**config.mk**
```make
export PLATFORM = sky130hd
export DESIGN_NAME = mem_access_stage_mc
export DESIGN_NICKNAME = d
export VERILOG_FILES = /design/src/rtl/mem_access_stage_mc.sv
export SDC_FILE = /design/constraint.sdc
export NUM_CORES = 1
export LEC_CHECK = 0
export ABC_AREA = 1
export BUFFER_PORTS_ARGS = -buffer_cell sky130_fd_sc_hd__buf_2
export CORE_ASPECT_RATIO = 1.4
export CORE_MARGIN = 5
export CORE_UTILIZATION = 44
export DETAILED_ROUTE_END_ITERATION = 8
export GPL_TIMING_DRIVEN = 1
export HOLD_SLACK_MARGIN = 0.06
export PLACE_DENSITY = 0.73
export SYNTH_ARGS = -nofsm -noshare
export SYNTH_HDL_FRONTEND = slang
export SYNTH_SLANG_ARGS = --single-unit
```
**constraint.sdc**
```tcl
create_clock -name clk -period 1.5 [get_ports clk]
set_clock_uncertainty 0.15 [all_clocks]
set_input_delay 0.225 -clock clk [delete_from_list [all_inputs] [get_ports clk]]
set_output_delay 0.225 -clock clk [all_outputs]
set_load 0.02 [all_outputs]
```
**src/rtl/mem_access_stage_mc.sv**
```systemverilog
// Multi-cycle memory-access pipeline stage: captures execute results, runs one
// req/gnt/rvalid data-memory access per instruction and hands aligned results to write-back.
module mem_access_stage_mc #(
    parameter int XLEN    = 32,
    parameter int ADDR_W  = 32,
    parameter int TIMEOUT = 64
) (
    input  logic                clk,
    input  logic                rst_n,
    input  logic                e_to_m_valid,
    output logic                m_allow_in,
    input  logic                w_allow_in,
    output logic                m_to_w_valid,
    input  logic                e_is_load,
    input  logic                e_is_store,
    input  logic [2:0]          e_funct3,
    input  logic [ADDR_W-1:0]   e_addr,
    input  logic [XLEN-1:0]     e_wdata,
    input  logic [4:0]          e_rd,
    input  logic [31:0]         e_pc,
    output logic [4:0]          m_rd,
    output logic [31:0]         m_pc,
    output logic                m_is_load,
    output logic [XLEN-1:0]     m_valM,
    output logic [1:0]          m_exc,
    output logic                dmem_req,
    output logic                dmem_we,
    output logic [ADDR_W-1:0]   dmem_addr,
    output logic [XLEN/8-1:0]   dmem_wstrb,
    output logic [XLEN-1:0]     dmem_wdata,
    input  logic                dmem_gnt,
    input  logic                dmem_rvalid,
    input  logic [XLEN-1:0]     dmem_rdata,
    input  logic                dmem_err
);
    localparam int NB    = XLEN / 8;
    localparam int OFF_W = $clog2(NB);
    localparam int CNT_W = $clog2(TIMEOUT + 1);

    typedef enum logic [1:0] {IDLE, REQ, WAIT, DONE} state_t;

    state_t             state;
    logic               m_valid;
    logic [CNT_W-1:0]   cnt;
    logic [2:0]         funct3_q;
    logic [OFF_W-1:0]   off_q;

    logic               capture;
    logic               is_mem;
    logic               illegal;
    logic               misaligned;
    logic [OFF_W-1:0]   off;
    logic [1:0]         sz;
    logic [7:0]         off8;
    logic [7:0]         mask8;
    logic [7:0]         strb8;
    logic [NB-1:0]      wstrb_new;
    logic [XLEN-1:0]    wdata_new;
    logic [XLEN-1:0]    shifted;
    logic [63:0]        s64;
    logic [63:0]        r64;
    logic [XLEN-1:0]    load_data;

    assign m_allow_in   = ~m_valid | ((state == DONE) & w_allow_in);
    assign m_to_w_valid = m_valid & (state == DONE);
    assign capture      = m_allow_in & e_to_m_valid;
    assign is_mem       = e_is_load | e_is_store;
    assign off          = e_addr[OFF_W-1:0];
    // funct3[1:0] is log2 of the access size for every legal encoding
    assign sz           = e_funct3[1:0];
    assign off8         = 8'(off);
    assign mask8        = (8'd1 << sz) - 8'd1;
    assign misaligned   = |(off8 & mask8);
    assign strb8        = 8'((16'd1 << (5'd1 << sz)) - 16'd1);
    assign wstrb_new    = NB'(16'(strb8) << off);

    always_comb begin
        illegal = 1'b0;
        if (e_is_load) begin
            case (e_funct3)
                3'd3, 3'd6: illegal = (XLEN != 64);
                3'd7:       illegal = 1'b1;
                default:    illegal = 1'b0;
            endcase
        end else if (e_is_store) begin
            illegal = e_funct3[2] | ((e_funct3[1:0] == 2'd3) && (XLEN != 64));
        end
    end

    always_comb begin
        wdata_new = '0;
        for (int i = 0; i < NB; i++) begin
            case (sz)
                2'd0:    wdata_new[i*8 +: 8] = e_wdata[7:0];
                2'd1:    wdata_new[i*8 +: 8] = e_wdata[(i % 2)*8 +: 8];
                2'd2:    wdata_new[i*8 +: 8] = e_wdata[(i % 4)*8 +: 8];
                default: wdata_new[i*8 +: 8] = e_wdata[i*8 +: 8];
            endcase
        end
    end

    // Load alignment/extension is done at 64 bits so both XLEN widths share one path
    always_comb begin
        shifted = dmem_rdata >> {off_q, 3'b000};
        s64     = 64'(shifted);
        case (funct3_q)
            3'd0:    r64 = {{56{s64[7]}}, s64[7:0]};
            3'd1:    r64 = {{48{s64[15]}}, s64[15:0]};
            3'd2:    r64 = (XLEN == 64) ? {{32{s64[31]}}, s64[31:0]} : s64;
            3'd4:    r64 = {56'd0, s64[7:0]};
            3'd5:    r64 = {48'd0, s64[15:0]};
            3'd6:    r64 = {32'd0, s64[31:0]};
            default: r64 = s64;
        endcase
        load_data = XLEN'(r64);
    end

    always_ff @(posedge clk or negedge rst_n) begin
        if (!rst_n) begin
            state      <= IDLE;
            m_valid    <= 1'b0;
            cnt        <= '0;
            funct3_q   <= '0;
            off_q      <= '0;
            m_rd       <= '0;
            m_pc       <= '0;
            m_is_load  <= 1'b0;
            m_valM     <= '0;
            m_exc      <= 2'b00;
            dmem_req   <= 1'b0;
            dmem_we    <= 1'b0;
            dmem_addr  <= '0;
            dmem_wstrb <= '0;
            dmem_wdata <= '0;
        end else if (m_allow_in) begin
            m_valid <= e_to_m_valid;
            if (capture) begin
                m_rd       <= e_rd;
                m_pc       <= e_pc;
                m_is_load  <= e_is_load;
                m_valM     <= '0;
                funct3_q   <= e_funct3;
                off_q      <= off;
                cnt        <= '0;
                dmem_we    <= e_is_store & ~e_is_load;
                dmem_addr  <= {e_addr[ADDR_W-1:OFF_W], {OFF_W{1'b0}}};
                dmem_wstrb <= wstrb_new;
                dmem_wdata <= wdata_new;
                if (!is_mem) begin
                    m_exc <= 2'b00;
                    state <= DONE;
                end else if (illegal) begin
                    m_exc <= 2'b11;
                    state <= DONE;
                end else if (misaligned) begin
                    m_exc <= 2'b01;
                    state <= DONE;
                end else begin
                    m_exc    <= 2'b00;
                    dmem_req <= 1'b1;
                    state    <= REQ;
                end
            end else begin
                state <= IDLE;
            end
        end else begin
            case (state)
                REQ: begin
                    if (dmem_gnt) begin
                        dmem_req <= 1'b0;
                        cnt      <= '0;
                        state    <= WAIT;
                    end else if (cnt == CNT_W'(TIMEOUT - 1)) begin
                        dmem_req <= 1'b0;
                        cnt      <= '0;
                        m_exc    <= 2'b10;
                        state    <= DONE;
                    end else begin
                        cnt <= cnt + 1'b1;
                    end
                end
                WAIT: begin
                    if (dmem_rvalid) begin
                        if (dmem_err) m_exc <= 2'b10;
                        if (m_is_load) m_valM <= load_data;
                        state <= DONE;
                    end
                end
                default: ;
            endcase
        end
    end
endmodule

```
======== After elaboration in Yosys (flattened, before gate mapping) ========
Cells that the tools add are included.
cells by class
  bitwise operators ....................... 10
  add/subtract/negate cells ............... 3
  reduce and logical (&&, ||, !) cells .... 17
  div/mod/pow operators ................... 0
  $mul .................................... 0
  mux-type cells .......................... 44
  shift-type cells ........................ 5
  order comparisons ....................... 0
  eq/ne operators ......................... 21
operator list
  operator                                             number
  two-way mux 32 bit                                   5
  case mux 32 bit (4 select lines)                     1
  two-way mux 7 bit                                    5
  two-way mux 2 bit                                    16
  >> shifter 32 x 5 -> 32 bit                          1
  two-way mux 8 bit                                    2
  case mux 8 bit (2 select lines)                      1
  subtractor 8 x 1 -> 8 bit, second input constant     2
  equality test 3 bit, second input constant           4
  two-way mux 1 bit                                    12
  inequality test 3 bit, second input constant         4
  AND reduction 6 bit                                  2
  bitwise AND 2 x 8 -> 8 bit                           1
  case mux 2 bit (2 select lines)                      2
  nonzero test 2 bit                                   4
  OR reduction 8 bit                                   1
  << shifter 1 x 2 -> 8 bit, first input constant      1
  << shifter 1 x 5 -> 8 bit, first input constant      1
  << shifter 8 x 2 -> 4 bit                            1
  adder 7 x 1 -> 7 bit, second input constant          1
  equality test 7 x 6 -> 1 bit, second input constant  1
  equality test 2 bit, second input constant           3
  nonzero test 3 bit                                   2
  << shifter 1 x 2 -> 5 bit, first input constant      1
  16 further kinds                                     26
storage, ports and cells
  ROM bits ................................ 0
  register bits after elaboration ......... 155
  memory bits (writable) .................. 0
  input bits .............................. 145
  bits in latches ......................... 0
  logic and storage cells ................. 115
  memories ................................ 0

======== Depth between registers and ports, before layout ========
Gate-level depths: netlist of run 1.
  depth in word-level cells ............... 9
  gate-level depth with buffers ........... 13
  gate-level depth less buffers ........... 12

======== Worst setup path before layout of run 1 ========
OpenSTA, ideal clock, no wires.
  path type ............................... input-to-reg
  start point ............................. input e_funct3[1]
  end point ............................... register dmem_wdata[28]
  setup time .............................. 0.127 ns
  path slack .............................. -0.270 ns
  arrival ................................. 1.493 ns
  buffers on the path ..................... 3
  required time ........................... 1.223 ns
  stages .................................. 8
  cell sequence ........................... inv_1 -> nand2_1 -> buf_2 -> ha_1 -> buf_2 -> clkbuf_1 -> mux2i_1 -> o21ai_0
between the ends
  cells in the longest elaborated chain, start to end .. 2
  elaborated cells on any way between the ends .. 3
  those cells by class .................... eq/ne (1); mux (1); reduce/logical (1)
ends and longest elaborated chain
  element                                                            line  source
  start, declared                                                    16    input logic [2:0] e_funct3,
  equality test 2 x 1 -> 1 bit or logical NOT 2 bit (tied branches)  93    case (sz)
  case mux 8 bit (2 select lines) (*)                                93
  end signal, assigned                                               148   dmem_wdata <= wdata_new;
  end, declared                                                      30    output logic [XLEN-1:0] dmem_wdata,
Mark *: on every way between the ends. The rest lies on a longest branch, timed or not.
A chain may end at the register's enable or synchronous reset.

======== Final worst setup path of run 1 ========
  start point ............................. register state[0]
  end point ............................... register dmem_wdata[18]
between the ends
  cells in the longest elaborated chain, start to end .. 5
ends and longest elaborated chain
  element                            line  source
  start, declared                    42    state_t state;
  start signal, assigned             120   state <= IDLE;
  start signal, assigned             151   state <= DONE;
  start signal, assigned             154   state <= DONE;
  equality test 2 bit (*)            64    assign m_allow_in = ~m_valid | ((state == DONE) & w_allow_in);
  bitwise AND 1 bit (*)              64
  bitwise OR 1 bit (*)               64
  bitwise AND 1 bit                  66    assign capture = m_allow_in & e_to_m_valid;
  AND reduction 2 bit (no line) (*)  n/a
Marked as above.

==> results of run 1 <==
==> layout by cell type, fill, tap and decap left out, drive strengths merged, types with 8 or more instances in the layout <==
cell type    instances
nand2              495
buf                387
dfrtp              155
dlygate4sd3        119
o21ai               60
inv                 50
nor2                45
clkbuf              41
nand3               40
a21oi               20
mux2i                8
a31oi                8
==> final timing paths <==
path	startpoint	endpoint	slack, ps	depth (start not counted)
setup / recovery	state[0]	dmem_wdata[18]	-270	9
hold / removal	e_funct3[0]	funct3_q[0]	70	4
setup reg to reg	state[0]	dmem_wdata[18]	-270	9
hold reg to reg	m_valM[18]	m_valM[18]	320	2
max in group asynchronous	rst_n	dmem_wdata[25]	520	3
min in group asynchronous	rst_n	m_valM[25]	140	2
==> area by class of cell <==
type                            count  area share
Inverter                           45      0.0146
Tap cell                          203      0.0190
Clock inverter                     14      0.0112
Timing Repair Buffer              529       0.331
Multi-Input combinational cell    696       0.300
Sequential cell                   155       0.291
Antenna cell                        5    0.000938
Clock buffer                       18      0.0322
==> tightest hold or removal path, delay by kind of cell <==
kind / cells / cell delay [ps]
buffers and inverters: 3 / 320
AOI/OAI and AO/OA: 1 / 60
==> kinds of logic (layout without fill, tap and decap cells) <==
group / Yosys count / in the layout / share of synthesized area
AO/OA/AOI/OAI: 94 / 94 / 0.0701
adder cells (fa/ha/maj): 3 / 3 / 0.00511
buffers and inverters: 94 / 606 / 0.0664
flip-flops: 155 / 155 / 0.527
multiplexers: 8 / 8 / 0.0109
other: 1 / 7 / 0.000510
AND/OR/NAND/NOR: 588 / 589 / 0.320
==> registers in the layout, summed over array words and instances, names as in the netlist <==
signal and count:
dmem_addr 30, funct3_q 3, dmem_wstrb 4, dmem_we 1, state 2, m_exc 2
m_valid 1, m_pc 32, m_rd 5, m_valM 32, m_is_load 1, cnt 7
dmem_wdata 32, off_q 2, dmem_req 1
==> through the flow <==
stage	setup slack, ps	util	hold slack (ps)	std cells
after floorplan	0.420	-	-221	944
after CTS	-156	0.689	66.8	1607
final	-273	0.804	65.9	1665
after global placement	-81.3	0.561	22.8	1445
after global routing	-327	0.803	64.7	1663
after detailed placement	-111	0.561	21.3	1445
==> repair_timing <==
action                     CTS  global route
cloned                       4            36
hold endpoints to repair   270             0
setup endpoints to repair   78           157
resized for setup           53           341
pin swaps                   12            64
setup buffers                8            19
hold buffers               119             0
==> power by group through the flow <==
stage,logic (µW),clock network [µW],registers [µW]
floorplan,4430,0,9280
global placement,10400,0,7170
detailed placement,10600,0,7170
CTS,11500,4350,7180
finish,15600,4340,7770
global route,16400,4550,7910
==> routing by layer <==
layer	share of wire	GRT usage	vias up	wire length [µm]
met5	0	0	-	0
met4	0.080	0.135	0	2860
met3	0.094	0.0726	233	3370
met2	0.50	0.483	731	17700
met1	0.33	0.299	4346	11800
li1	-	-	3982	-
==> flow_summary.toml, run 1 <==
[outcome]
status = "finished with violations"
violations = "setup timing"

[synth]
netlist_area_mm2 = 0.00735
yosysTopAreaCell = "dfrtp_1"
synth.distinct_cells = 38
synth-edff-count = 0
synth.most_common_cell = "nand2_1"
synthCells = 943
synth_ff_type = "dfrtp_1"
synth_top_area_frac = 0.527
postSynthRegisterBits = 155
ys_seq_area_frac = 0.527
synth_area_leaders = "dfrtp_1 (53%), nand2_1 (25%), o21ai_0 (3.8%), nand3_1 (2.5%), nor2_1 (2.2%)"
synthArstFlopShare = 1.00
synth_common_cells = "nand2_1 (489), dfrtp_1 (155), o21ai_0 (56)"
synth_warnings = 0
synth.avg_cell_area_um2 = 7.80

[power_and_ir_drop]
p_sw_frac = 0.468
clkPwrFrac = 0.157
peakVddDrop_uv = 1430
p_seq_frac = 0.281
p_sw_uw = 13000
p_leak_uw = 0.00732
cellPowerDensity_mw_per_mm2 = 2070
power_uw = 27700
combPwrFrac = 0.563
intPower_uw = 14700

[placement]
port_buffers = 286
placed_area_mm2 = 0.00932
place_hpwl_um = 17000
gp_congestion = 0.884

[timing]
max_freq_mhz = 564
final.setup.tns_ps = -24530
layout_min_cycle_time_ps = 1770
rsz0062_at_grt = "true"
report.final.setup_viol = 155
hold_viol_final = 0
setup_ws_ps = -273
period_share = 1.18
slew_viol_final = 0

[final_layout]
final_cell_area_mm2 = 0.0133
multi_input_area_mm2 = 0.00400
fillers = 925
drive_above_1_share = 0.476
fin_nets = 1592
areaGrowthSynthToFinish_pct = 81.5
regArea_mm2 = 0.00388

[critical_path]
slowest_delay_ps = 400
worstPathMaxFanout = 8
endpoint_kind = "flop"
cp_num_buf_inv = 4
start_kind = "flop"
worst-endpoint-required_ps = 1670
critPathTopFamily = "buffers and inverters"
critPathKind = "reg -> reg"
worst_path_max_delay_cell = "dfrtp_1"
path_cells = "nand3_2 -> nand2_4 -> buf_6 -> nand2_8 -> buf_12 -> clkbuf_16 -> clkbuf_16 -> nand2_1 -> nand2_1"
crit_arrival_ps = 1940

[detailed_routing]
via_per_inst = 5.58
wl_per_cell_um = 21.5
final_antenna_net_count = 0
wirelength_um = 35800
firstDrtPassIters = 6
drt_iter0_markers = 833
remaining_drc_errors = 0
vias = 9292

[floorplan]
die_x_um = 119
rows = 56
die_y_um = 163
start_util = 0.443
die_area_mm2 = 0.0194
io_pins = 289
core_area_mm2 = 0.0166

[worst_hold_path]
hold_path.class = "in -> reg"

[grt]
grt-ovfl-total = 0
antenna_found_initial = 3
grt_usage = 0.272
grt_pass1_vias = 8555
grt_max_degree = 74
grt_pass1_wl_um = 41900

[job]
drv_cap = 0

[cts]
clock-sinks = 155
insertion_delay_ps = 420
root_buffer = "clkbuf_16"
clk_pin_slew_ps = 70
cts_tree = "built"
clock_path_buffers = 2
cts_buffers = 17
h-tree-depth = 4
(Power assumes the default switching activity.)
==> inputs of run 2 (changes only) <==
--- a/config.mk
+++ b/config.mk
@@ -13,7 +13,7 @@
 export DETAILED_ROUTE_END_ITERATION = 8
 export GPL_TIMING_DRIVEN = 1
 export HOLD_SLACK_MARGIN = 0.06
-export PLACE_DENSITY = 0.73
+export PLACE_DENSITY = 0.76
 export SYNTH_ARGS = -nofsm -noshare
 export SYNTH_HDL_FRONTEND = slang
 export SYNTH_SLANG_ARGS = --single-unit
==> run 2 against run 1 <==
Effect of this change: critical endpoint is now dmem_wstrb[3]; core utilization is 8.2 points lower; wire length is 18% lower; the flow still finishes with violations (setup timing); hold slack better by 21 ps; maximum frequency is 6.7% higher; first-iteration DRC count is 11% lower; non-clock buffer count is 40 lower.
==> flow_summary.toml, run 2 (synthesis gave the netlist of run 1 again) <==
[timing]
period_share = 1.11
setup_ws_ps = -162
hold-worst-slack_ps = 87.1
report.final.setup_viol = 148
slew_viol_final = 0
rsz0062_at_grt = "true"
final.setup.tns_ps = -14860
hold_viol_final = 0
max_freq_mhz = 602
layout_min_cycle_time_ps = 1660

[cts]
clock_path_buffers = 2
clk_pin_slew_ps = 70
h-tree-depth = 4
cts_tree = "built"
clock-sinks = 155
insertion_delay_ps = 430
cts_buffers = 17
root_buffer = "clkbuf_16"

[outcome]
status = "finished with violations"
violations = "setup timing"

[final_layout]
regArea_mm2 = 0.00388
top_regs = "dmem_wdata (32), m_pc (32), m_valM (32)"
final_common_cell = "nand2_1"
stdcell_count = 1619
fillers = 1090
multi_input_area_mm2 = 0.00326
fin_nets = 1552
drive_above_1_share = 0.341
n_antenna_cell = 0
final_cell_mix = "nand2_1 (465), buf_2 (283), dfrtp_1 (154), dlygate4sd3_1 (118), buf_4 (42)"
final_cell_area_mm2 = 0.0120
areaGrowthSynthToFinish_pct = 62.9

[critical_path]
crit_arrival_ps = 1840
worstPathMaxFanout = 10
critPathKind = "reg -> reg"
cp_num_buf_inv = 3
worst-endpoint-required_ps = 1680
worst_path_max_delay_cell = "dfrtp_1"
worst_path_most_repeated_cell = "buf_4"
path_cells = "nand3_2 -> nand2_4 -> buf_4 -> nand2_8 -> buf_4 -> clkbuf_16 -> o21ai_0"
slowest_delay_ps = 380
endpoint_kind = "flop"
start_kind = "flop"
critPathTopFamily = "buffers and inverters"

[grt]
grt_max_degree = 67
grt_pass1_vias = 8452
antenna_found_initial = 0
grt-ovfl-total = 0
grt_pass1_wl_um = 42200
grt_usage = 0.273

[placement]
gp_congestion = 0.980
port_buffers = 286
dp_cells = 1438
placed_area_mm2 = 0.00930
place_hpwl_um = 16700

[floorplan]
die_y_um = 163
die_area_mm2 = 0.0194
io_pins = 289
core_area_mm2 = 0.0166
start_util = 0.443
rows = 56
die_x_um = 119

[power_and_ir_drop]
peakVddDrop_uv = 1230
power_uw = 24600
cellPowerDensity_mw_per_mm2 = 2060
p_leak_uw = 0.00667

[detailed_routing]
wl_per_cell_um = 18.1
remaining_drc_errors = 0
via_per_inst = 5.27
wirelength_um = 29300
vias = 8526
drt_iter0_markers = 740
final_antenna_net_count = 0
firstDrtPassIters = 5

[job]
drv_cap = 0

[worst_hold_path]
hold_path.class = "in -> reg"
-- run 2: cell types whose count changed in the layout (fill, tap and decap cells not counted), sizes merged --
cell,change
nand3,+1
inv,-5
buf,-26
clkinv,+1
bufinv,+2
dlygate4sd3,-1
nand4,-1
diode,-5
clkbuf,-12
-- run 2: repair_timing --
item                                    4_1_cts  5_1_grt
setup buffers                                 5       11
hold buffers                                118        0
gates resized for setup                      39       99
endpoints found under the hold margin       272        0
endpoints found under the setup margin       77      147
cloned                                        4       12
pin swaps                                    10       20
-- run 2: area by class of cell --
type,instances,share of cell area
Clock buffer,19,0.0370
Tap cell,203,0.0212
Timing Repair Buffer,489,0.315
Inverter,45,0.0164
Clock inverter,12,0.0137
Multi-Input combinational cell,696,0.272
Sequential cell,155,0.324
-- run 2: final timing paths --
kind,to,depth (start not counted),start,slack [ps]
setup / recovery,dmem_wstrb[3],7,state[1],-160
hold / removal,funct3_q[0],4,e_funct3[0],90
setup reg to reg,dmem_wstrb[3],7,state[1],-160
hold reg to reg,dmem_addr[22],2,dmem_addr[22],320
max in group asynchronous,m_valM[19],3,rst_n,540
min in group asynchronous,m_exc[0],2,rst_n,100
-- run 2: tightest hold or removal path, cell delays in order --
cell     delay, ps
buf_2          110
inv_1           80
buf_4          140
o21ai_1         60
-- run 2: through the flow --
step           setup WS, ps  utilization
2_1_floorplan         0.420            -
3_3_place_gp          -24.6        0.560
3_5_place_dp          -70.3        0.560
4_1_cts                -146        0.682
5_1_grt                -230        0.721
6_report               -162        0.721
-- run 2: where the power goes --
part / switching (µW) / leakage (µW) / internal [µW]
combinational: 7920 / 0.00441 / 4920
clock: 1830 / 0.000294 / 2680
sequential: 1210 / 0.00197 / 6070
-- run 2: layer usage --
layer	global-route usage	routed length, µm	vias to the layer above
met5	0	0	-
met4	0.160	1650	0
met1	0.296	10200	3997
met2	0.482	15200	510
li1	-	-	3880
met3	0.0671	2340	139
==> inputs of run 3 (changes only) <==
--- a/config.mk
+++ b/config.mk
@@ -12,8 +12,9 @@
 export CORE_UTILIZATION = 44
 export DETAILED_ROUTE_END_ITERATION = 8
 export GPL_TIMING_DRIVEN = 1
-export HOLD_SLACK_MARGIN = 0.06
+export HOLD_SLACK_MARGIN = 0.15
 export PLACE_DENSITY = 0.76
+export RECOVER_POWER = 100
 export SYNTH_ARGS = -nofsm -noshare
 export SYNTH_HDL_FRONTEND = slang
 export SYNTH_SLANG_ARGS = --single-unit
==> run 3 against run 2 <==
Effect of this change: the flow still finishes with violations (setup timing); setup slack better by 15 ps; non-clock buffer count is 23 higher; wire length rose by 0.92%; critical path type unchanged; largest cell class is now buffers; largest power group unchanged.
==> flow_summary.toml, run 3 (synthesis gave the netlist of run 1 again) <==
[power_and_ir_drop]
p_leak_uw = 0.00677
cellPowerDensity_mw_per_mm2 = 2000
combPwrFrac = 0.518
intPower_uw = 13600
clkPwrFrac = 0.184
p_seq_frac = 0.298
peakVddDrop_uv = 1280
p_sw_frac = 0.444
p_sw_uw = 10900
power_uw = 24500

[critical_path]
ff2ff_setup_slack_ps = -150
r2r_start = "state[0]"
start_kind = "flop"
critPathKind = "reg -> reg"
worst_path_max_delay_cell = "dfrtp_1"
reg2regPathDepth = 8
endpoint_kind = "flop"
worstPathMaxFanout = 16
slowest_delay_ps = 370
crit_arrival_ps = 1790
path_cells = "nand3_2 -> nand2_4 -> buf_4 -> nand2_8 -> buf_8 -> clkbuf_16 -> nand2_1 -> o21ai_0"
worst-endpoint-required_ps = 1650
rr_endpoint = "dmem_wdata[29]"

[final_layout]
areaGrowthSynthToFinish_pct = 66.1
top_regs = "dmem_wdata (32), m_pc (32), m_valM (32)"
final_common_cell = "nand2_1"
n_antenna_cell = 0
fin_nets = 1577
final_cell_mix = "nand2_1 (465), buf_2 (283), dfrtp_1 (154), dlygate4sd3_1 (142), buf_4 (43)"
drive_above_1_share = 0.333
stdcell_count = 1644

[detailed_routing]
wl_per_cell_um = 18.0
final_antenna_net_count = 0
drt_iter0_markers = 737
via_per_inst = 5.26
firstDrtPassIters = 5
vias = 8651
wirelength_um = 29600
remaining_drc_errors = 0

[cts]
cts_buffers = 17
clock_path_buffers = 2
clk_pin_slew_ps = 60
root_buffer = "clkbuf_16"
cts_tree = "built"
insertion_delay_ps = 430
h-tree-depth = 4
clock-sinks = 155

[timing]
rsz0062_at_grt = "true"
period_share = 1.10
layout_min_cycle_time_ps = 1650
max_freq_mhz = 607
slew_viol_final = 0
report.final.setup_viol = 144
hold_viol_final = 0
final.setup.tns_ps = -11420
setup_ws_ps = -147
hold-worst-slack_ps = 6.72

[placement]
place_hpwl_um = 16700
port_buffers = 286
dp_cells = 1438
gp_congestion = 0.980
pre_cts_slack_ps = -70.3

[job]
drv_cap = 0

[worst_hold_path]
hold_path.class = "in -> reg"
min_to = "dmem_req"
hp-start = "e_to_m_valid"
hold_depth = 3

[floorplan]
core_area_mm2 = 0.0166
start_util = 0.443
rows = 56
die_area_mm2 = 0.0194
die_y_um = 163
io_pins = 289
die_x_um = 119

[grt]
grt_pass1_wl_um = 43100
grt_pass1_vias = 8607
grt_max_degree = 67
antenna_found_initial = 0
grt-ovfl-total = 0
grt_usage = 0.280

[outcome]
status = "finished with violations"
violations = "setup timing"
run 3: cell types whose count changed in the layout (fill, tap and decap cells not counted), sizes merged:
cell,delta
dlygate4sd3,+24
buf,-1
nand2,+1
clkinv,+1
run 3: per-stage QoR:
step	area (µm²)	utilization
floorplan	7380	-
global placement	9300	0.560
detailed placement	9300	0.560
CTS	11600	0.697
global route	12200	0.735
finish	12200	0.735
run 3: critical path, delay by kind of cell (launching register included):
kind                   cells  cell delay, ps
AO/OA/AOI/OAI              1              80
buffers and inverters      3             510
flip-flops                 1             370
AND/OR/NAND/NOR            4             390
run 3: worst max path at each step:
stage	startpoint	to	cells past startpoint
after floorplan	funct3_q[1]	m_valM[16]	10
after global placement	e_funct3[1]	state[1]	11
after detailed placement	e_funct3[0]	dmem_req	13
after CTS	state[0]	m_to_w_valid	3
after global routing	state[1]	m_valM[15]	8
final	state[0]	dmem_wdata[29]	8
run 3: what timing repair did:
item	in CTS	in global routing
buffers inserted	5	10
hold buffers	143	1
pin swaps	10	11
cloned	4	14
endpoints found under the setup margin	77	256
hold endpoints to repair	287	3
gates resized for setup	39	89
run 3: cell type report:
cell class,instances,area [µm²]
Timing Repair Buffer,512,4010
Timing Repair inverter,1,11.3
Fill cell,1061,4400
Clock inverter,12,164
Inverter,45,204
Tap cell,203,254
Sequential cell,155,3880
Clock buffer,19,443
Multi-Input combinational cell,697,3250
run 3: layer usage:
layer	share of wire	global-route usage	vias to the layer above
met3	0.077	0.0646	144
met4	0.059	0.166	0
met2	0.51	0.495	534
met1	0.35	0.303	4049
li1	-	-	3924
met5	0	0	-
run 3: power by group through the flow:
stage                     Sequential [µW]  Clock (µW)  Combinational (µW)
after global placement               7160           0               10200
after floorplan                      9280           0                4430
after global routing                 7480        4720               13700
after CTS                            7160        4550               11300
final                                7290        4490               12700
after detailed placement             7160           0               10400
